## config.mk

```make
export PLATFORM = sky130hd
export DESIGN_NAME = axi_cmd_master_flat
export DESIGN_NICKNAME = d
export VERILOG_FILES = /design/src/rtl/axi_cmd_pkg.sv /design/src/rtl/axi_cmd_master_if.sv /design/src/rtl/axi_cmd_master.sv /design/src/flat_wrapper.sv
export SDC_FILE = /design/constraint.sdc
export NUM_CORES = 1
export LEC_CHECK = 0
export CAP_MARGIN = 10
export CORE_MARGIN = 3
export CORE_UTILIZATION = 42
export DETAILED_ROUTE_END_ITERATION = 8
export GPL_TIMING_DRIVEN = 0
export PLACE_DENSITY_LB_ADDON = 0.15
export SYNTH_ARGS = -nofsm -noshare
export SYNTH_HDL_FRONTEND = slang
export SYNTH_SLANG_ARGS = --single-unit
```

## constraint.sdc

```tcl
create_clock -name clk -period 3.55 [get_ports clk]
set_clock_uncertainty 0.05 [all_clocks]
set_input_delay 0.355 -clock clk [delete_from_list [all_inputs] [get_ports clk]]
set_output_delay 0.355 -clock clk [all_outputs]
set_load 0.01 [all_outputs]
```

## src/rtl/axi_cmd_pkg.sv

```systemverilog
// Shared AXI encodings, FSM state type and helpers for the AXI command master.
package axi_cmd_pkg;

  // AXI burst type encodings
  localparam logic [1:0] AXI_BURST_FIXED = 2'b00;
  localparam logic [1:0] AXI_BURST_INCR  = 2'b01;
  localparam logic [1:0] AXI_BURST_WRAP  = 2'b10;

  // AXI response encodings
  localparam logic [1:0] AXI_RESP_OKAY   = 2'b00;
  localparam logic [1:0] AXI_RESP_EXOKAY = 2'b01;
  localparam logic [1:0] AXI_RESP_SLVERR = 2'b10;
  localparam logic [1:0] AXI_RESP_DECERR = 2'b11;

  // Command master FSM states
  typedef enum logic [2:0] {
    ST_IDLE,
    ST_WR_REQ,
    ST_WR_RESP,
    ST_RD_REQ,
    ST_RD_RESP,
    ST_RSP
  } state_e;

  // Ceiling log2, used to derive AxSIZE from the strobe width
  function automatic int unsigned clog2(input int unsigned v);
    int unsigned r;
    r = 0;
    for (int unsigned i = 0; i < 32; i++) begin
      if ((64'd1 << i) < 64'(v)) r = i + 1;
    end
    return r;
  endfunction

endpackage

```

## src/rtl/axi_cmd_master_if.sv

```systemverilog
// Bundle of the command stream, response stream and AXI4 master channels.
// master modport: the command master itself (accepts cmd, drives AXI, returns rsp).
// slave modport : the peers (command source / response sink / AXI slave).
interface axi_cmd_master_if #(
  parameter int unsigned DATA_WIDTH = 32,
  parameter int unsigned ADDR_WIDTH = 16,
  parameter int unsigned ID_WIDTH   = 8,
  parameter int unsigned STRB_WIDTH = DATA_WIDTH / 8
);

  // command stream
  logic                  cmd_valid;
  logic                  cmd_ready;
  logic                  cmd_write;
  logic [ADDR_WIDTH-1:0] cmd_addr;
  logic [DATA_WIDTH-1:0] cmd_data;
  logic [STRB_WIDTH-1:0] cmd_strb;
  logic [ID_WIDTH-1:0]   cmd_id;

  // response stream
  logic                  rsp_valid;
  logic                  rsp_ready;
  logic                  rsp_write;
  logic [DATA_WIDTH-1:0] rsp_data;
  logic [1:0]            rsp_resp;
  logic                  rsp_err;

  // AXI write address / data / response
  logic [ID_WIDTH-1:0]   m_axi_awid;
  logic [ADDR_WIDTH-1:0] m_axi_awaddr;
  logic [7:0]            m_axi_awlen;
  logic [2:0]            m_axi_awsize;
  logic [1:0]            m_axi_awburst;
  logic                  m_axi_awvalid;
  logic                  m_axi_awready;
  logic [DATA_WIDTH-1:0] m_axi_wdata;
  logic [STRB_WIDTH-1:0] m_axi_wstrb;
  logic                  m_axi_wlast;
  logic                  m_axi_wvalid;
  logic                  m_axi_wready;
  logic [ID_WIDTH-1:0]   m_axi_bid;
  logic [1:0]            m_axi_bresp;
  logic                  m_axi_bvalid;
  logic                  m_axi_bready;

  // AXI read address / data
  logic [ID_WIDTH-1:0]   m_axi_arid;
  logic [ADDR_WIDTH-1:0] m_axi_araddr;
  logic [7:0]            m_axi_arlen;
  logic [2:0]            m_axi_arsize;
  logic [1:0]            m_axi_arburst;
  logic                  m_axi_arvalid;
  logic                  m_axi_arready;
  logic [ID_WIDTH-1:0]   m_axi_rid;
  logic [DATA_WIDTH-1:0] m_axi_rdata;
  logic [1:0]            m_axi_rresp;
  logic                  m_axi_rlast;
  logic                  m_axi_rvalid;
  logic                  m_axi_rready;

  modport master (
    input  cmd_valid, cmd_write, cmd_addr, cmd_data, cmd_strb, cmd_id,
    output cmd_ready,
    output rsp_valid, rsp_write, rsp_data, rsp_resp, rsp_err,
    input  rsp_ready,
    output m_axi_awid, m_axi_awaddr, m_axi_awlen, m_axi_awsize, m_axi_awburst, m_axi_awvalid,
    input  m_axi_awready,
    output m_axi_wdata, m_axi_wstrb, m_axi_wlast, m_axi_wvalid,
    input  m_axi_wready,
    input  m_axi_bid, m_axi_bresp, m_axi_bvalid,
    output m_axi_bready,
    output m_axi_arid, m_axi_araddr, m_axi_arlen, m_axi_arsize, m_axi_arburst, m_axi_arvalid,
    input  m_axi_arready,
    input  m_axi_rid, m_axi_rdata, m_axi_rresp, m_axi_rlast, m_axi_rvalid,
    output m_axi_rready
  );

  modport slave (
    output cmd_valid, cmd_write, cmd_addr, cmd_data, cmd_strb, cmd_id,
    input  cmd_ready,
    input  rsp_valid, rsp_write, rsp_data, rsp_resp, rsp_err,
    output rsp_ready,
    input  m_axi_awid, m_axi_awaddr, m_axi_awlen, m_axi_awsize, m_axi_awburst, m_axi_awvalid,
    output m_axi_awready,
    input  m_axi_wdata, m_axi_wstrb, m_axi_wlast, m_axi_wvalid,
    output m_axi_wready,
    output m_axi_bid, m_axi_bresp, m_axi_bvalid,
    input  m_axi_bready,
    input  m_axi_arid, m_axi_araddr, m_axi_arlen, m_axi_arsize, m_axi_arburst, m_axi_arvalid,
    output m_axi_arready,
    output m_axi_rid, m_axi_rdata, m_axi_rresp, m_axi_rlast, m_axi_rvalid,
    input  m_axi_rready
  );

endinterface

```

## src/rtl/axi_cmd_master.sv

```systemverilog
// Converts a valid/ready single read/write command into one single-beat AXI4
// transaction and returns the result on a valid/ready response stream.
// Ports: clk, rst (async active-low), bus (axi_cmd_master_if.master: cmd, rsp, m_axi_*).
// One transaction in flight; all outputs registered.
module axi_cmd_master
  import axi_cmd_pkg::*;
#(
  parameter int unsigned DATA_WIDTH = 32,
  parameter int unsigned ADDR_WIDTH = 16,
  parameter int unsigned ID_WIDTH   = 8,
  parameter int unsigned STRB_WIDTH = DATA_WIDTH / 8
) (
  input  logic              clk,
  input  logic              rst,
  axi_cmd_master_if.master  bus
);

  localparam logic [2:0] AXSIZE = 3'(clog2(STRB_WIDTH));

  state_e                state_q, state_d;
  logic                  cmd_ready_q, cmd_ready_d;
  logic                  awvalid_q, awvalid_d;
  logic                  wvalid_q, wvalid_d;
  logic                  aw_done_q, aw_done_d;
  logic                  w_done_q, w_done_d;
  logic                  bready_q, bready_d;
  logic                  arvalid_q, arvalid_d;
  logic                  rready_q, rready_d;
  logic                  write_q, write_d;
  logic [ADDR_WIDTH-1:0] addr_q, addr_d;
  logic [DATA_WIDTH-1:0] data_q, data_d;
  logic [STRB_WIDTH-1:0] strb_q, strb_d;
  logic [ID_WIDTH-1:0]   id_q, id_d;
  logic                  rsp_valid_q, rsp_valid_d;
  logic                  rsp_write_q, rsp_write_d;
  logic [DATA_WIDTH-1:0] rsp_data_q, rsp_data_d;
  logic [1:0]            rsp_resp_q, rsp_resp_d;
  logic                  rsp_err_q, rsp_err_d;

  logic cmd_hs, aw_hs, w_hs, b_hs, ar_hs, r_hs, rsp_hs;

  assign cmd_hs = bus.cmd_valid & cmd_ready_q;
  assign aw_hs  = awvalid_q & bus.m_axi_awready;
  assign w_hs   = wvalid_q & bus.m_axi_wready;
  assign b_hs   = bready_q & bus.m_axi_bvalid;
  assign ar_hs  = arvalid_q & bus.m_axi_arready;
  assign r_hs   = rready_q & bus.m_axi_rvalid;
  assign rsp_hs = rsp_valid_q & bus.rsp_ready;

  // Next-state and next-output logic
  always_comb begin
    state_d     = state_q;
    cmd_ready_d = cmd_ready_q;
    awvalid_d   = awvalid_q;
    wvalid_d    = wvalid_q;
    aw_done_d   = aw_done_q;
    w_done_d    = w_done_q;
    bready_d    = bready_q;
    arvalid_d   = arvalid_q;
    rready_d    = rready_q;
    write_d     = write_q;
    addr_d      = addr_q;
    data_d      = data_q;
    strb_d      = strb_q;
    id_d        = id_q;
    rsp_valid_d = rsp_valid_q;
    rsp_write_d = rsp_write_q;
    rsp_data_d  = rsp_data_q;
    rsp_resp_d  = rsp_resp_q;
    rsp_err_d   = rsp_err_q;

    unique case (state_q)
      ST_IDLE: begin
        if (cmd_hs) begin
          cmd_ready_d = 1'b0;
          write_d     = bus.cmd_write;
          addr_d      = bus.cmd_addr;
          data_d      = bus.cmd_data;
          strb_d      = bus.cmd_strb;
          id_d        = bus.cmd_id;
          if (bus.cmd_write) begin
            awvalid_d = 1'b1;
            wvalid_d  = 1'b1;
            aw_done_d = 1'b0;
            w_done_d  = 1'b0;
            state_d   = ST_WR_REQ;
          end else begin
            arvalid_d = 1'b1;
            state_d   = ST_RD_REQ;
          end
        end
      end
      // AW and W complete independently, in any order
      ST_WR_REQ: begin
        if (aw_hs) begin
          awvalid_d = 1'b0;
          aw_done_d = 1'b1;
        end
        if (w_hs) begin
          wvalid_d = 1'b0;
          w_done_d = 1'b1;
        end
        if ((aw_done_q | aw_hs) & (w_done_q | w_hs)) begin
          bready_d = 1'b1;
          state_d  = ST_WR_RESP;
        end
      end
      ST_WR_RESP: begin
        if (b_hs) begin
          bready_d    = 1'b0;
          rsp_valid_d = 1'b1;
          rsp_write_d = write_q;
          rsp_data_d  = '0;
          rsp_resp_d  = bus.m_axi_bresp;
          rsp_err_d   = (bus.m_axi_bid != id_q);
          state_d     = ST_RSP;
        end
      end
      ST_RD_REQ: begin
        if (ar_hs) begin
          arvalid_d = 1'b0;
          rready_d  = 1'b1;
          state_d   = ST_RD_RESP;
        end
      end
      ST_RD_RESP: begin
        if (r_hs) begin
          rready_d    = 1'b0;
          rsp_valid_d = 1'b1;
          rsp_write_d = write_q;
          rsp_data_d  = bus.m_axi_rdata;
          rsp_resp_d  = bus.m_axi_rresp;
          rsp_err_d   = (bus.m_axi_rid != id_q) | ~bus.m_axi_rlast;
          state_d     = ST_RSP;
        end
      end
      ST_RSP: begin
        if (rsp_hs) begin
          rsp_valid_d = 1'b0;
          cmd_ready_d = 1'b1;
          state_d     = ST_IDLE;
        end
      end
      default: begin
        state_d     = ST_IDLE;
        cmd_ready_d = 1'b1;
        awvalid_d   = 1'b0;
        wvalid_d    = 1'b0;
        bready_d    = 1'b0;
        arvalid_d   = 1'b0;
        rready_d    = 1'b0;
        rsp_valid_d = 1'b0;
      end
    endcase
  end

  // State and capture registers
  always_ff @(posedge clk or negedge rst) begin
    if (!rst) begin
      state_q     <= ST_IDLE;
      cmd_ready_q <= 1'b1;
      awvalid_q   <= 1'b0;
      wvalid_q    <= 1'b0;
      aw_done_q   <= 1'b0;
      w_done_q    <= 1'b0;
      bready_q    <= 1'b0;
      arvalid_q   <= 1'b0;
      rready_q    <= 1'b0;
      write_q     <= 1'b0;
      addr_q      <= '0;
      data_q      <= '0;
      strb_q      <= '0;
      id_q        <= '0;
      rsp_valid_q <= 1'b0;
      rsp_write_q <= 1'b0;
      rsp_data_q  <= '0;
      rsp_resp_q  <= '0;
      rsp_err_q   <= 1'b0;
    end else begin
      state_q     <= state_d;
      cmd_ready_q <= cmd_ready_d;
      awvalid_q   <= awvalid_d;
      wvalid_q    <= wvalid_d;
      aw_done_q   <= aw_done_d;
      w_done_q    <= w_done_d;
      bready_q    <= bready_d;
      arvalid_q   <= arvalid_d;
      rready_q    <= rready_d;
      write_q     <= write_d;
      addr_q      <= addr_d;
      data_q      <= data_d;
      strb_q      <= strb_d;
      id_q        <= id_d;
      rsp_valid_q <= rsp_valid_d;
      rsp_write_q <= rsp_write_d;
      rsp_data_q  <= rsp_data_d;
      rsp_resp_q  <= rsp_resp_d;
      rsp_err_q   <= rsp_err_d;
    end
  end

  assign bus.cmd_ready     = cmd_ready_q;
  assign bus.rsp_valid     = rsp_valid_q;
  assign bus.rsp_write     = rsp_write_q;
  assign bus.rsp_data      = rsp_data_q;
  assign bus.rsp_resp      = rsp_resp_q;
  assign bus.rsp_err       = rsp_err_q;

  assign bus.m_axi_awid    = id_q;
  assign bus.m_axi_awaddr  = addr_q;
  assign bus.m_axi_awlen   = 8'd0;
  assign bus.m_axi_awsize  = AXSIZE;
  assign bus.m_axi_awburst = AXI_BURST_INCR;
  assign bus.m_axi_awvalid = awvalid_q;
  assign bus.m_axi_wdata   = data_q;
  assign bus.m_axi_wstrb   = strb_q;
  assign bus.m_axi_wlast   = 1'b1;
  assign bus.m_axi_wvalid  = wvalid_q;
  assign bus.m_axi_bready  = bready_q;

  assign bus.m_axi_arid    = id_q;
  assign bus.m_axi_araddr  = addr_q;
  assign bus.m_axi_arlen   = 8'd0;
  assign bus.m_axi_arsize  = AXSIZE;
  assign bus.m_axi_arburst = AXI_BURST_INCR;
  assign bus.m_axi_arvalid = arvalid_q;
  assign bus.m_axi_rready  = rready_q;

endmodule

```

## src/flat_wrapper.sv

```systemverilog
// flat-port wrapper written by rule: the top's interface ports become plain ports
module axi_cmd_master_flat import axi_cmd_pkg::*;
#(
  parameter int unsigned DATA_WIDTH = 32,
  parameter int unsigned ADDR_WIDTH = 16,
  parameter int unsigned ID_WIDTH   = 8,
  parameter int unsigned STRB_WIDTH = DATA_WIDTH / 8
)
  (clk, rst, bus_cmd_valid, bus_cmd_write, bus_cmd_addr, bus_cmd_data, bus_cmd_strb, bus_cmd_id, bus_cmd_ready, bus_rsp_valid, bus_rsp_write, bus_rsp_data, bus_rsp_resp, bus_rsp_err, bus_rsp_ready, bus_m_axi_awid, bus_m_axi_awaddr, bus_m_axi_awlen, bus_m_axi_awsize, bus_m_axi_awburst, bus_m_axi_awvalid, bus_m_axi_awready, bus_m_axi_wdata, bus_m_axi_wstrb, bus_m_axi_wlast, bus_m_axi_wvalid, bus_m_axi_wready, bus_m_axi_bid, bus_m_axi_bresp, bus_m_axi_bvalid, bus_m_axi_bready, bus_m_axi_arid, bus_m_axi_araddr, bus_m_axi_arlen, bus_m_axi_arsize, bus_m_axi_arburst, bus_m_axi_arvalid, bus_m_axi_arready, bus_m_axi_rid, bus_m_axi_rdata, bus_m_axi_rresp, bus_m_axi_rlast, bus_m_axi_rvalid, bus_m_axi_rready);
  axi_cmd_master_if #(.DATA_WIDTH(DATA_WIDTH), .ADDR_WIDTH(ADDR_WIDTH), .ID_WIDTH(ID_WIDTH), .STRB_WIDTH(STRB_WIDTH)) bus_i ();
  input  logic clk;
  input  logic rst;
  input wire logic [$bits(bus_i.cmd_valid)-1:0] bus_cmd_valid;
  input wire logic [$bits(bus_i.cmd_write)-1:0] bus_cmd_write;
  input wire logic [$bits(bus_i.cmd_addr)-1:0] bus_cmd_addr;
  input wire logic [$bits(bus_i.cmd_data)-1:0] bus_cmd_data;
  input wire logic [$bits(bus_i.cmd_strb)-1:0] bus_cmd_strb;
  input wire logic [$bits(bus_i.cmd_id)-1:0] bus_cmd_id;
  output wire logic [$bits(bus_i.cmd_ready)-1:0] bus_cmd_ready;
  output wire logic [$bits(bus_i.rsp_valid)-1:0] bus_rsp_valid;
  output wire logic [$bits(bus_i.rsp_write)-1:0] bus_rsp_write;
  output wire logic [$bits(bus_i.rsp_data)-1:0] bus_rsp_data;
  output wire logic [$bits(bus_i.rsp_resp)-1:0] bus_rsp_resp;
  output wire logic [$bits(bus_i.rsp_err)-1:0] bus_rsp_err;
  input wire logic [$bits(bus_i.rsp_ready)-1:0] bus_rsp_ready;
  output wire logic [$bits(bus_i.m_axi_awid)-1:0] bus_m_axi_awid;
  output wire logic [$bits(bus_i.m_axi_awaddr)-1:0] bus_m_axi_awaddr;
  output wire logic [$bits(bus_i.m_axi_awlen)-1:0] bus_m_axi_awlen;
  output wire logic [$bits(bus_i.m_axi_awsize)-1:0] bus_m_axi_awsize;
  output wire logic [$bits(bus_i.m_axi_awburst)-1:0] bus_m_axi_awburst;
  output wire logic [$bits(bus_i.m_axi_awvalid)-1:0] bus_m_axi_awvalid;
  input wire logic [$bits(bus_i.m_axi_awready)-1:0] bus_m_axi_awready;
  output wire logic [$bits(bus_i.m_axi_wdata)-1:0] bus_m_axi_wdata;
  output wire logic [$bits(bus_i.m_axi_wstrb)-1:0] bus_m_axi_wstrb;
  output wire logic [$bits(bus_i.m_axi_wlast)-1:0] bus_m_axi_wlast;
  output wire logic [$bits(bus_i.m_axi_wvalid)-1:0] bus_m_axi_wvalid;
  input wire logic [$bits(bus_i.m_axi_wready)-1:0] bus_m_axi_wready;
  input wire logic [$bits(bus_i.m_axi_bid)-1:0] bus_m_axi_bid;
  input wire logic [$bits(bus_i.m_axi_bresp)-1:0] bus_m_axi_bresp;
  input wire logic [$bits(bus_i.m_axi_bvalid)-1:0] bus_m_axi_bvalid;
  output wire logic [$bits(bus_i.m_axi_bready)-1:0] bus_m_axi_bready;
  output wire logic [$bits(bus_i.m_axi_arid)-1:0] bus_m_axi_arid;
  output wire logic [$bits(bus_i.m_axi_araddr)-1:0] bus_m_axi_araddr;
  output wire logic [$bits(bus_i.m_axi_arlen)-1:0] bus_m_axi_arlen;
  output wire logic [$bits(bus_i.m_axi_arsize)-1:0] bus_m_axi_arsize;
  output wire logic [$bits(bus_i.m_axi_arburst)-1:0] bus_m_axi_arburst;
  output wire logic [$bits(bus_i.m_axi_arvalid)-1:0] bus_m_axi_arvalid;
  input wire logic [$bits(bus_i.m_axi_arready)-1:0] bus_m_axi_arready;
  input wire logic [$bits(bus_i.m_axi_rid)-1:0] bus_m_axi_rid;
  input wire logic [$bits(bus_i.m_axi_rdata)-1:0] bus_m_axi_rdata;
  input wire logic [$bits(bus_i.m_axi_rresp)-1:0] bus_m_axi_rresp;
  input wire logic [$bits(bus_i.m_axi_rlast)-1:0] bus_m_axi_rlast;
  input wire logic [$bits(bus_i.m_axi_rvalid)-1:0] bus_m_axi_rvalid;
  output wire logic [$bits(bus_i.m_axi_rready)-1:0] bus_m_axi_rready;
  assign bus_i.cmd_valid = bus_cmd_valid;
  assign bus_i.cmd_write = bus_cmd_write;
  assign bus_i.cmd_addr = bus_cmd_addr;
  assign bus_i.cmd_data = bus_cmd_data;
  assign bus_i.cmd_strb = bus_cmd_strb;
  assign bus_i.cmd_id = bus_cmd_id;
  assign bus_cmd_ready = bus_i.cmd_ready;
  assign bus_rsp_valid = bus_i.rsp_valid;
  assign bus_rsp_write = bus_i.rsp_write;
  assign bus_rsp_data = bus_i.rsp_data;
  assign bus_rsp_resp = bus_i.rsp_resp;
  assign bus_rsp_err = bus_i.rsp_err;
  assign bus_i.rsp_ready = bus_rsp_ready;
  assign bus_m_axi_awid = bus_i.m_axi_awid;
  assign bus_m_axi_awaddr = bus_i.m_axi_awaddr;
  assign bus_m_axi_awlen = bus_i.m_axi_awlen;
  assign bus_m_axi_awsize = bus_i.m_axi_awsize;
  assign bus_m_axi_awburst = bus_i.m_axi_awburst;
  assign bus_m_axi_awvalid = bus_i.m_axi_awvalid;
  assign bus_i.m_axi_awready = bus_m_axi_awready;
  assign bus_m_axi_wdata = bus_i.m_axi_wdata;
  assign bus_m_axi_wstrb = bus_i.m_axi_wstrb;
  assign bus_m_axi_wlast = bus_i.m_axi_wlast;
  assign bus_m_axi_wvalid = bus_i.m_axi_wvalid;
  assign bus_i.m_axi_wready = bus_m_axi_wready;
  assign bus_i.m_axi_bid = bus_m_axi_bid;
  assign bus_i.m_axi_bresp = bus_m_axi_bresp;
  assign bus_i.m_axi_bvalid = bus_m_axi_bvalid;
  assign bus_m_axi_bready = bus_i.m_axi_bready;
  assign bus_m_axi_arid = bus_i.m_axi_arid;
  assign bus_m_axi_araddr = bus_i.m_axi_araddr;
  assign bus_m_axi_arlen = bus_i.m_axi_arlen;
  assign bus_m_axi_arsize = bus_i.m_axi_arsize;
  assign bus_m_axi_arburst = bus_i.m_axi_arburst;
  assign bus_m_axi_arvalid = bus_i.m_axi_arvalid;
  assign bus_i.m_axi_arready = bus_m_axi_arready;
  assign bus_i.m_axi_rid = bus_m_axi_rid;
  assign bus_i.m_axi_rdata = bus_m_axi_rdata;
  assign bus_i.m_axi_rresp = bus_m_axi_rresp;
  assign bus_i.m_axi_rlast = bus_m_axi_rlast;
  assign bus_i.m_axi_rvalid = bus_m_axi_rvalid;
  assign bus_m_axi_rready = bus_i.m_axi_rready;
  axi_cmd_master #(.DATA_WIDTH(DATA_WIDTH), .ADDR_WIDTH(ADDR_WIDTH), .ID_WIDTH(ID_WIDTH), .STRB_WIDTH(STRB_WIDTH)) u_core (.clk(clk), .rst(rst), .bus(bus_i));
endmodule
```

After elaboration in Yosys (flattened, before gate mapping)
Cells that the tools add are included.
Storage, ports and cells
  bits in read-only memories: 0
  bits in writable memories: 0
  output and inout port bits: 154
  logic and storage cells: 124
  memories: 0
  register bits after elaboration: 109
  latch bits: 0
  bits of input ports: 123
Operators by class
  divide/modulo/power cells: 0
  $lt $le $gt $ge: 0
  bitwise operators: 18
  multiplexer cells: 49
  shifts and indexed selects: 0
  multipliers: 0
  eq/ne operators: 17
  reductions and logical operators: 21
  add/subtract/negate cells: 0
Operators with widths (count)
  32-bit two-way mux: 2
  32-bit one-hot mux with 2 select lines: 1
  1-bit two-way mux: 24
  4-bit AND reduction: 6
  4-bit OR reduction: 5
  3-bit two-way mux: 6
  1-bit one-hot mux with 3 select lines: 6
  3-bit one-hot mux with 6 select lines: 1
  2-bit by 1-bit != test with 1-bit output (second input constant): 8
  8-bit != test: 2
  3-bit AND reduction: 4
  1-bit bitwise AND: 8
  1-bit one-hot mux with 2 select lines: 4
  1-bit inverter: 7
  3-bit by 2-bit equality test with 1-bit output (second input constant): 2
  3-bit equality test (second input constant): 2
  2-bit two-way mux: 3
  6-bit AND reduction: 1
  2-bit != test (second input constant): 2
  1-bit one-hot mux with 4 select lines: 1
  2-bit one-hot mux with 2 select lines: 1
  2-bit nonzero test: 2
  3-bit by 1-bit equality test with 1-bit output (second input constant): 1
  3-bit zero test: 1
  other kinds (3): 5

Depth between registers and ports, before layout
  depth after elaboration: 5
  depth in mapped cells: 6
  gate-level depth less buffers: 5

Worst setup path after synthesis
OpenSTA, ideal clock, no wires.
  path kind: flip-flop to flip-flop
  from: register u_core.cmd_ready_q, in the netlist u_core.bus.cmd_ready
  to: register u_core.state_q[0]
  buffers on the path: 0
  cell stages (with the launch flop): 5
  period minus slack after synthesis: 1597 ps
  arrival: 1461 ps
  library setup time: 86 ps
  data required time: 3414 ps
  path slack: 1953 ps
  cells stage by stage: dfstp_2 and3b_1 nor3_2 or4_1 a32oi_1
On the way
  longest elaborated chain between the ends: 3
RTL lines
  start, declared: line axi_cmd_master.sv:21  | logic cmd_ready_q, cmd_ready_d;
  start signal, assigned: line axi_cmd_master.sv:181  | cmd_ready_q <= cmd_ready_d;
  1-bit bitwise AND: line axi_cmd_master.sv:42  | assign cmd_hs = bus.cmd_valid & cmd_ready_q;
  2-bit by 1-bit != test with 1-bit output (no line)
  6-bit AND reduction (no line)
  end signal, assigned: line axi_cmd_master.sv:180  | state_q <= state_d;
  end, declared: line axi_cmd_master.sv:20  | state_e state_q, state_d;
No other way between the ends.
A chain may end at the register's enable or synchronous reset.

Worst setup path in the final report
  from: input bus_cmd_valid
  to: register u_core.strb_q[2], in the netlist u_core.bus.m_axi_wstrb[2]
On the way
  longest elaborated chain between the ends: 2
RTL lines
  start, declared: line flat_wrapper.sv:13  | input wire logic [$bits(bus_i.cmd_valid)-1:0] bus_cmd_valid;
  1-bit bitwise AND: line axi_cmd_master.sv:42
  2-bit AND reduction (no line)
  end signal, assigned: line axi_cmd_master.sv:192  | strb_q <= strb_d;
  end, declared: line axi_cmd_master.sv:32  | logic [STRB_WIDTH-1:0] strb_q, strb_d;
No other way between the ends.

==> summary.txt <==
Outcome
  – Status: finished, final reports clean

STA
  – Hold slack: 0.4263 ns
  – Fin crit share: 54.05%
  – Pins Over Slew Limit: 0
  – Post-layout min period: 1.919 ns
  – Fmax: 0.5211 GHz
  – Worst setup margin: 1.631 ns
  – Slew margin rel.: 53.76%
  – Measured slew at the worst slew-check pin: 0.6847 ns
  – RSZ-0062 raised after global routing: false
  – Final setup fails: 0
  – Fin. Hold Viols: 0

CTS
  – Hold_buf cts: 1
  – CTS Sinks: 109
  – CTS tree: yes
  – Max clock buf depth: 2
  – # resized after CTS: 0
  – H-tree levels: 3
  – CTS clock-pin slew for the worst setup and hold paths: 0.07 ns
  – Clock Latency Late Sink: 0.34 ns
  – CTS Buf Count: 9
  – Post-CTS Setup Bufs: 0
  – Clock Tree Root: clkbuf_16

Pwr
  – Switching Power: 0.4970 mW
  – Clock power share: 40.4%
  – Worst IR Drop VDD: 0.3026 mV
  – Internal: 1.952 mW
  – Register share of total power: 50.7%
  – Leak: 3.662 nW
  – Switching share of total power: 20.30%
  – Comb pwr share: 8.9%
  – PwrDens: 301.7 nW/um2

Logic synthesis
  – Synth Register Bits: 109
  – Syn Area/Cell: 11.29 um2
  – Async SR Flop Fraction: 100.0%
  – Mapped Cells: 444
  – Register area share after synthesis: 54.46%
  – Most used DFF post-synth: dfrtp_1
  – EDFF count, synth: 0
  – Post-synth cell types: 45
  – Post-synthesis cell area: 5011 um2
  – Yosys warnings: 0

Worst setup path
  – R2R setup slack: 1.63 ns
  – Critical path capture point type: register
  – CP max stage cell: clkdlybuf4s50_1
  – CP delay by family, top: buffers and inverters
  – Data required time of the worst path: 3.72 ns
  – CP bufs+invs: 2
  – Startpoint types: input port
  – Crit Path Max Fanout: 10
  – Cell chain of the critical path: clkdlybuf4s50_1 > and3b_1 > nand2_1 > buf_2 > mux2_2
  – Critical path's largest stage delay: 0.44 ns
  – Setup CP Type: input port to register
  – Crit path DAT: 2.09 ns

Job
  – Max cap viols: 0

Detailed routing
  – DR DRC count: 0
  – Via count: 4238
  – Detailed Routing Iterations Pass 1: 4
  – Wire per inst: 16.57 um
  – Vias/cell: 4.816
  – Post-Route WL: 14.59 mm
  – Post-route ant nets: 0
  – DRT iter0 DRCs: 184

Place
  – I/O Buffers: 249
  – Post-detail-place hpwl: 11.63 mm
  – Final GP Congestion: 0.8381
  – Place WS: 1.284 ns

Final layout
  – Share of layout cells above drive strength 1: 20.35%
  – Total Nets Final: 857
  – # diodes: 0
  – Layout area overhead: 61.97%
  – Fill cell count: 868
  – Util after Layout: 70.48%

Floorplan
  – Die area: 13280 um2
  – Die height: 115.2 um
  – Die width: 115.2 um
  – Rows: 39
  – Initial core utilization: 43.51%
  – Io pins: 277
  – Core ar.: 11520 um2

Worst hold path
  – Hold Crit Class: register to register

GRT
  – Antenna violations before repair: 0
  – Total track usage: 21.70%
  – Largest net degree at the start of global routing: 42
  – First-pass GRT wire length: 22.38 mm
  – Vias in the first global route: 4409
  – Grt ovf: 0
[sequential cells by signal (all words and copies together) (netlist names), 2 cells and up]
signal and flops:
u_core.bus.rsp_resp 2, u_core.bus.m_axi_araddr 16, u_core.bus.rsp_data 32, u_core.bus.m_axi_wdata 32
u_core.bus.m_axi_wstrb 4, u_core.state_q 3, u_core.bus.m_axi_arid 8
[layout make-up]
| cell class | instances | area [um2] | area share (%) |
|---|---|---|---|
| plain buffers | 74 | 493.0 | 6.074 |
| clock buffers | 11 | 242.7 | 2.991 |
| clock inverters | 5 | 50.05 | 0.6166 |
| inverters | 5 | 18.77 | 0.2312 |
| multi-input cells | 281 | 1864 | 22.97 |
| flip-flops and latches | 109 | 2729 | 33.62 |
| well taps | 143 | 178.9 | 2.204 |
| repair buffers | 252 | 2540 | 31.29 |
[metrics by stage]
step	TNS, ns	cells	power, mW	area [um2]
6_report	0	880	2.449	8117
3_3_place_gp	-222.62	861	1.475	7776
3_5_place_dp	0	863	1.483	7814
2_1_floorplan	0	469	1.312	5105
4_1_cts	0	880	2.472	8117
5_1_grt	0	880	2.545	8117
[synthesized netlist by cell type, types with 2 or more instances]
cell        n  area [um2]
a211oi_1    2       15.01
a21oi_1     9       45.04
a31oi_1     2       12.51
and3_1      2       12.51
buf_2      13       65.06
buf_4      51       382.9
clkbuf_1    9       33.78
conb_1      2       7.510
dfrtp_1   108        2703
ha_1        2       25.02
inv_1       4       15.01
mux2_2     62       698.2
mux2i_1     2       20.02
nand2_1    75       281.5
nand2b_1    2       12.51
nand4_1     4       25.02
nand4b_1    2       17.52
nor2_1      7       26.28
nor3_1      2       10.01
nor4b_1     2       17.52
o21ai_0    37       185.2
o22a_1      5       43.79
o41ai_1     3       26.28
xnor2_1    16       140.1
[layer usage]
metal	up-vias	global-route usage, %	wire (um)
li1	2016	-	-
met1	2009	24.69	5288
met2	189	39.20	7772
met3	24	5.632	1180
met4	0	7.825	344
met5	-	0	0
[worst paths after layout]
| kind | to | startpoint | cells after the start |
|---|---|---|---|
| max | u_core.bus.m_axi_wstrb[2]$_DFFE_PN0P_ | bus_cmd_valid | 5 |
| min | u_core.bus.rsp_data[2]$_DFFE_PN0P_ | u_core.bus.rsp_data[2]$_DFFE_PN0P_ | 2 |
| max reg2reg | u_core.bus.m_axi_wstrb[2]$_DFFE_PN0P_ | u_core.state_q[2]$_DFFE_PN0P_ | 4 |
| min reg2reg | u_core.bus.rsp_data[2]$_DFFE_PN0P_ | u_core.bus.rsp_data[2]$_DFFE_PN0P_ | 2 |
| max in group asynchronous | u_core.bus.cmd_ready$_DFFE_PN1P_ | rst | 4 |
| min in group asynchronous | u_core.bus.m_axi_wdata[0]$_DFFE_PN0P_ | rst | 2 |
[power by group through the flow]
stage | combinational (mW) | clock, mW | sequential (mW)
floorplan | 0.0465 | 0 | 1.27
global placement | 0.209 | 0 | 1.27
detailed placement | 0.218 | 0 | 1.27
CTS | 0.220 | 1.01 | 1.24
global route | 0.238 | 1.07 | 1.24
finish | 0.219 | 0.989 | 1.24
[layout by cell type, fill, tap and decap left out, types with 2 or more instances in the layout]
cell type,netlist,routed
and3_1,2,2
a21oi_1,9,9
buf_2,13,13
ha_1,2,2
o21ai_0,37,37
a31oi_1,2,2
buf_12,0,2
nor2_1,7,7
nand2b_1,2,2
clkbuf_16,0,9
clkinv_2,0,4
mux2i_1,2,2
conb_1,2,27
mux2_2,62,62
nand2_1,75,75
a211oi_1,2,2
o22a_1,5,5
nand4_1,4,4
o41ai_1,3,3
nor3_1,2,2
dfrtp_1,108,108
nor4b_1,2,2
clkbuf_1,9,10
xnor2_1,16,16
inv_1,4,4
clkdlybuf4s50_1,0,248
buf_4,51,52
nand4b_1,2,2
[kinds of logic after synthesis]
family	share of synthesized area, %
buffers and inverters	10.21
AO/OA/AOI/OAI	8.390
AND/OR/NAND/NOR	9.164
adder cells (fa/ha/maj)	0.4993
XOR/XNOR	2.796
multiplexers	14.33
flip-flops	54.46
other	0.1499
[tightest hold or removal path, stage by stage (launching register included)]
cell and delay, ns:
dfrtp_1 0.34, nand2_1 0.04, o21ai_0 0.06
No activity file was read; power rests on OpenSTA's default activity.
